===== src/rtl/vigna_bus_pkg.sv =====
`default_nettype none
// ============================================================================
//  Module   : vigna_bus_pkg
//  Purpose  : Shared types and constants for the vigna bus arbiter slice:
//             FSM state encoding, grant identifiers and strobe width helper.
//  Revision : 1.0 - initial release
// ============================================================================
package vigna_bus_pkg;

   // Default bus widths; the arbiter itself is parameterised independently.
   localparam int VIGNA_BUS_DATA_W = 32;
   localparam int VIGNA_BUS_STRB_W = VIGNA_BUS_DATA_W / 8;

   // Arbiter FSM encoding: one idle state and one busy state per master.
   typedef enum logic [1:0] {
      ST_IDLE   = 2'b00,
      ST_BUSY_I = 2'b01,
      ST_BUSY_D = 2'b10
   } state_t;

   // Grant identifiers, also used as the last-grant history value.
   localparam logic GNT_I = 1'b0;
   localparam logic GNT_D = 1'b1;

   // Byte-strobe width for an arbitrary data width.
   function automatic int strb_width(input int data_w);
      return data_w / 8;
   endfunction

endpackage : vigna_bus_pkg
`default_nettype wire


===== src/rtl/vigna_arb_pick.sv =====
`default_nettype none
// ============================================================================
//  Module   : vigna_arb_pick
//  Purpose  : Two-request winner select for the vigna bus arbiter.
//             Default build: fixed priority, data port wins over fetch port.
//             VIGNA_BUS_ARBITER_ROUND_ROBIN_EN defined: on a tie the master
//             that was not granted last wins.
//  Revision : 1.0 - initial release
// ============================================================================
module vigna_arb_pick
   import vigna_bus_pkg::*;
(
   input  logic i_req_i,       // fetch port request
   input  logic d_req_i,       // data port request
   input  logic last_grant_i,  // master that completed most recently
   output logic gnt_d_o        // 1: data port wins, 0: fetch port wins
);

`ifdef VIGNA_BUS_ARBITER_ROUND_ROBIN_EN
   // Tie goes to the master other than the last one served; lone requester wins.
   always_comb begin
      gnt_d_o = d_req_i;
      if (i_req_i && d_req_i) begin
         gnt_d_o = (last_grant_i == GNT_I);
      end
   end
`else
   // History is irrelevant for fixed priority.
   logic unused_last_grant;
   assign unused_last_grant = last_grant_i;

   // Data port always wins when it requests; otherwise the fetch port does.
   always_comb begin
      gnt_d_o = d_req_i;
      if (!d_req_i && !i_req_i) begin
         gnt_d_o = 1'b0;
      end
   end
`endif

endmodule : vigna_arb_pick
`default_nettype wire


===== src/rtl/vigna_bus_arbiter.sv =====
`default_nettype none
// ============================================================================
//  Module   : vigna_bus_arbiter
//  Purpose  : Shares one valid/ready memory port between the core's fetch
//             (i_*) and data (d_*) ports, one transaction at a time.
//             Optional macro VIGNA_BUS_ARBITER_ROUND_ROBIN_EN switches the
//             tie-break from fixed data-first to round-robin.
//  Revision : 1.0 - initial release
// ============================================================================
module vigna_bus_arbiter
   import vigna_bus_pkg::*;
#(
   parameter int ADDR_WIDTH = 32,
   parameter int DATA_WIDTH = 32
) (
   input  logic                    clk,
   input  logic                    reset,
   // Fetch port
   input  logic                    i_valid,
   output logic                    i_ready,
   input  logic [ADDR_WIDTH-1:0]   i_addr,
   output logic [DATA_WIDTH-1:0]   i_rdata,
   // Data port
   input  logic                    d_valid,
   output logic                    d_ready,
   input  logic [ADDR_WIDTH-1:0]   d_addr,
   output logic [DATA_WIDTH-1:0]   d_rdata,
   input  logic [DATA_WIDTH-1:0]   d_wdata,
   input  logic [DATA_WIDTH/8-1:0] d_wstrb,
   // Memory port
   output logic                    m_valid,
   input  logic                    m_ready,
   output logic [ADDR_WIDTH-1:0]   m_addr,
   input  logic [DATA_WIDTH-1:0]   m_rdata,
   output logic [DATA_WIDTH-1:0]   m_wdata,
   output logic [DATA_WIDTH/8-1:0] m_wstrb
);

   state_t state_q;
   logic   m_valid_q;
   logic   last_grant_q;
   logic   gnt_d_w;
   logic   busy_i_w;
   logic   busy_d_w;

   // Winner select for requests seen in IDLE.
   vigna_arb_pick u_pick (
      .i_req_i      (i_valid),
      .d_req_i      (d_valid),
      .last_grant_i (last_grant_q),
      .gnt_d_o      (gnt_d_w)
   );

   // Arbiter FSM: grant in IDLE, hold until m_ready, then one forced IDLE cycle.
   always_ff @(posedge clk) begin
      if (reset) begin
         state_q      <= ST_IDLE;
         m_valid_q    <= 1'b0;
         last_grant_q <= GNT_I;
      end else begin
         case (state_q)
            ST_IDLE: begin
               if (i_valid || d_valid) begin
                  state_q   <= gnt_d_w ? ST_BUSY_D : ST_BUSY_I;
                  m_valid_q <= 1'b1;
               end
            end
            ST_BUSY_I: begin
               if (m_ready) begin
                  state_q      <= ST_IDLE;
                  m_valid_q    <= 1'b0;
                  last_grant_q <= GNT_I;
               end
            end
            ST_BUSY_D: begin
               if (m_ready) begin
                  state_q      <= ST_IDLE;
                  m_valid_q    <= 1'b0;
                  last_grant_q <= GNT_D;
               end
            end
            default: begin
               state_q   <= ST_IDLE;
               m_valid_q <= 1'b0;
            end
         endcase
      end
   end

   assign busy_i_w = (state_q == ST_BUSY_I);
   assign busy_d_w = (state_q == ST_BUSY_D);

   // Completion is forwarded only to the granted master, in the m_ready cycle.
   assign i_ready = busy_i_w && m_ready;
   assign d_ready = busy_d_w && m_ready;

   // Read data is broadcast; the ready strobe tells each master when it is valid.
   assign i_rdata = m_rdata;
   assign d_rdata = m_rdata;

   // Request mux: the fetch port never writes, so its data and strobes are zero.
   assign m_valid = m_valid_q;
   assign m_addr  = busy_d_w ? d_addr  : i_addr;
   assign m_wdata = busy_d_w ? d_wdata : '0;
   assign m_wstrb = busy_d_w ? d_wstrb : '0;

endmodule : vigna_bus_arbiter
`default_nettype wire


===== config.mk =====
export PLATFORM = sky130hd
export DESIGN_NAME = vigna_bus_arbiter
export DESIGN_NICKNAME = d
export VERILOG_FILES = /design/src/rtl/vigna_bus_pkg.sv /design/src/rtl/vigna_arb_pick.sv /design/src/rtl/vigna_bus_arbiter.sv
export SDC_FILE = /design/constraint.sdc
export NUM_CORES = 1
export LEC_CHECK = 0
export CAP_MARGIN = 20
export CORE_AREA = 4 4 104 106
export DETAILED_ROUTE_END_ITERATION = 8
export DIE_AREA = 0 0 108 110
export SLEW_MARGIN = 40
export SYNTH_ARGS = -nofsm -noshare
export SYNTH_HDL_FRONTEND = slang
export SYNTH_SLANG_ARGS = --single-unit

===== constraint.sdc =====
create_clock -name clk -period 2.1 [get_ports clk]
set_input_delay 0.315 -clock clk [delete_from_list [all_inputs] [get_ports clk]]
set_output_delay 0.315 -clock clk [all_outputs]
set_load 0.02 [all_outputs]

# --- Word level (Yosys, flattened, before mapping) ---
# Index checks and enable logic that the tools add are counted.
word_totals:
  regBits: 3
classes:
  n_eq_ne: 4
  n_reduce_logical: 9
  muxes: 11
op_table:
  columns: ["op", "count"]
  rows:
  - ["32-bit 2-to-1 mux", 2]
  - ["2-bit 2-to-1 mux", 3]
  - ["4-bit 2-to-1 mux", 1]
  - ["2-bit one-hot mux with 2 select lines", 1]
  - ["1-bit logical AND", 3]
  - ["1-bit 2-to-1 mux", 3]
  - ["2-bit by 1-bit == test with 1-bit output, second input constant", 1]
  - ["2-bit == test, second input constant", 1]
  - ["1-bit zero test", 2]
  - ["2-bit zero test", 1]
  - ["2-bit by 1-bit != test with 1-bit output, second input constant", 1]
  - ["2-bit != test, second input constant", 1]
  - ["1-bit one-hot mux with 2 select lines", 1]
  - ["2-bit AND reduction", 1]
  - ["2-bit OR reduction", 1]
  - ["1-bit logical OR", 1]

# --- Depth between registers and ports, before layout ---
depth:
  word_depth: 6
  mapped_depth: 5

# --- Cells and area by module ---
# A second synthesis with hierarchy kept.
unflattened:
  cells_unflattened: 168
  hier_area_um2: 1355.0
by_module_without_submodules:
  columns: ["module", "seq_area_each_um2", "instances", "cells_per_inst", "area_per_inst_um2"]
  rows:
  - ["vigna_bus_arbiter", 80.1, 1, 167, 1351.3]
  - ["vigna_arb_pick", 0.0, 1, 1, 3.8]

# --- Worst setup path before layout ---
# No wires, ideal clock.
synth_path:
  kind: "register to output"
  start: "register state_q[0]"
  end: "output port m_addr[10]"
  path_buffers: 2
  path_stages_with_launch: 6
  path_slack_ns: 0.571
  t_arrival_ns: 1.214
  cell_sequence: "dfxtp_1 > inv_1 > ha_1 > buf_6 > buf_12 > mux2_4"
synth_via:
  elab_chain_len: 2
synth_rtl:
  columns: ["element", "line_no", "text"]
  rows:
  - ["from (decl)", "vigna_bus_arbiter.sv:39", "state_t state_q;"]
  - ["from (signal assigned)", "vigna_bus_arbiter.sv:64", "state_q <= gnt_d_w ? ST_BUSY_D : ST_BUSY_I;"]
  - ["2-bit == test", null, null]
  - ["32-bit 2-to-1 mux", "vigna_bus_arbiter.sv:103", "assign m_addr = busy_d_w ? d_addr : i_addr;"]
  - ["to (decl)", "vigna_bus_arbiter.sv:33", "output logic [ADDR_WIDTH-1:0] m_addr,"]
# No other way between the ends.

# --- Worst setup path in the final report ---
layout_path:
  start: "register state_q[0]"
  end: "output port m_addr[0]"
# Same word-level chain as after synthesis.

==> metrics.cfg <==
[sta]
skew_ns = 0.005455
slew_headroom_pct = 83.69
worst_slew_pin_slew_ns = 0.2447
tns_ns = 0
whs_ns = 0.4678
min_period_over_period_pct = 97.34
rsz0062_at_grt = false
min_period_ns = 2.044
hold_viol_final = 0
fmax_mhz = 489.2
finalSetupViolCount = 0
final-max-slew-violation-count = 0
setup_ws_ns = 0.05594

[cts]
clk_latency_ns = 0.22
cts_tree = yes
cts_buffer_depth = 2
cts_made_buffers = 3
cts_root_buffer = clkbuf_8
holdBufCountCts = 0
clkTransAtPathRegs_ns = 0.03
htree_levels = 1
postCtsSetupBuffers = 0
cts-resized-gates = 69
cts_sinks = 3

[die]
dieArea_mm2 = 0.01188
design.core.area_mm2 = 0.009774
fp.dieH_um = 110
start_util_pct = 15.23
rows = 36
fp.dieW_um = 108
io-pin-count = 272

[yosys]
synth_top_area_cell = buf_4
synthDistinctLibCells = 18
synthArstFlopShare_pct = 0
ys.flop_type = dfxtp_1
yosysTopAreaCellShare_pct = 32.27
ys_ff_latch = 3
synth_area_per_cell_um2 = 9.135
yosys-top-cells-area = buf_4, mux2_4, and2_1
syn_inst = 163
synth_nets = 305
synth_most_common_cell = buf_4
synth_edf_count = 0
synth_commonest_cells = buf_4, and2_1, mux2_4, ha_1, nand2b_1
ys_seq_area_share_pct = 4.034
ys_warn_count = 0
syn-cell-area_mm2 = 0.001489

[setup_path]
critPathLaunch = state_q[0]$_SDFFE_PP0P_
cp.arrival_ns = 1.73
endpoint = m_addr[0]
start_kind = register
path_max_fanout = 32
r2r_end = m_valid$_SDFFE_PP0P_
critPathKind = reg2out
rr_startpoint = state_q[0]$_SDFFE_PP0P_
r2r_cells = 6
crit_path_end_kind = output port
rrSetupSlack_ns = 0.71
required_ns = 1.78

[power]
ir_drop_uv = 146.3
power_density_mw_per_mm2 = 380.9
totalPowerFinal_uw = 1087
leakage_uw = 0.001342

[placement]
dp_hpwl_um = 4914
io_buffers = 175
globalplace.congestion = 0.7578
pre_cts_ws_ns = 0.04747

[layout]
areaGrowthSynthToFinish_pct = 91.60
antennaDiodeCount = 0
nNetsFinal = 417
layout-drive-gt1-share_pct = 14.60
final_util_pct = 29.19
multi_input_area_um2 = 860.8
regArea_um2 = 60.06
fillCellCount = 1074

[routing]
wl_per_cell_um = 13.41
vias = 1460
drc = 0
drtIter0Drc = 57
first_pass_iters = 4
ant_nets = 0
viasPerCell = 3.587
totalWireLength_um = 5456

[grt]
grt_max_degree = 38
track_usage_pct = 8.082
antenna_found_initial = 0
grt_first_pass_wirelength_um = 7576
gr-total-overflow = 0
grt_pass1_vias = 1570

[worst_hold_path]
holdCritPathClass = reg2reg

[flow_run]
cap_viol_max_count = 0

[run_status]
status = complete, no violations

==> cell families after synthesis <==
kind of cell    after synthesis  synth area share [%]
buf+inv                      73                 38.32
simple gates                 45                 18.82
mux                          33                 32.44
fa+ha+maj                     5                 4.202
compound gates                4                 2.185
flops                         3                 4.034
==> layout make-up <==
cell class / count / share of cell area (%)
clock buffers: 4 / 1.579
inverters: 2 / 0.2632
repair buffers: 178 / 60.04
multi-input cells: 87 / 30.18
flip-flops and latches: 3 / 2.105
well taps: 133 / 5.833
==> report_power, final <==
group	internal, uW	switching, uW
combinational	478	369
sequential	66.2	4.61
clock	130	38.9
==> through the flow <==
stage	instances	cell area [um^2]
final	407	2853
after global routing	407	2853
after CTS	407	2853
after detailed placement	403	2894
after global placement	403	2894
after floorplan	163	1489
==> how the worst min path moves through the flow <==
stage / start / endpoint / cells past startpoint
after global placement: m_valid$_SDFFE_PP0P_ / m_valid$_SDFFE_PP0P_ / 2
after detailed placement: m_valid$_SDFFE_PP0P_ / m_valid$_SDFFE_PP0P_ / 2
final: m_valid$_SDFFE_PP0P_ / m_valid$_SDFFE_PP0P_ / 2
after global routing: m_valid$_SDFFE_PP0P_ / m_valid$_SDFFE_PP0P_ / 2
after floorplan: reset / state_q[1]$_SDFFE_PP0P_ / 1
after CTS: m_valid$_SDFFE_PP0P_ / m_valid$_SDFFE_PP0P_ / 2
==> sequential cells by signal, indices dropped and copies added, names as in the netlist <==
signal,cells
state_q,2
m_valid,1
==> cells in the final DEF (no fill, tap or decap), types with 2 or more instances in the layout <==
master           count
clkdlybuf4s50_1    106
dlygate4sd2_1       69
and2_1              38
mux2_4              30
nand2b_1             4
ha_1                 4
clkbuf_8             3
dfxtp_1              3
inv_1                2
mux2_2               2
nand3_1              2
buf_12               2
==> critical path, cell delays in order, from the launching register on <==
cell           delay [ns]
dfxtp_1              0.30
inv_1                0.07
ha_2                 0.19
buf_12               0.24
mux2_2               0.36
dlygate4sd2_1        0.32
==> metal layers <==
metal | vias up | share of wire [%] | global-route usage (%)
li1 | 682 | - | -
met1 | 606 | 35 | 7.924
met2 | 170 | 42 | 13.45
met3 | 2 | 23 | 6.698
met4 | 0 | 0.22 | 1.353
met5 | - | 0 | 0
(Power assumes the default switching activity.)
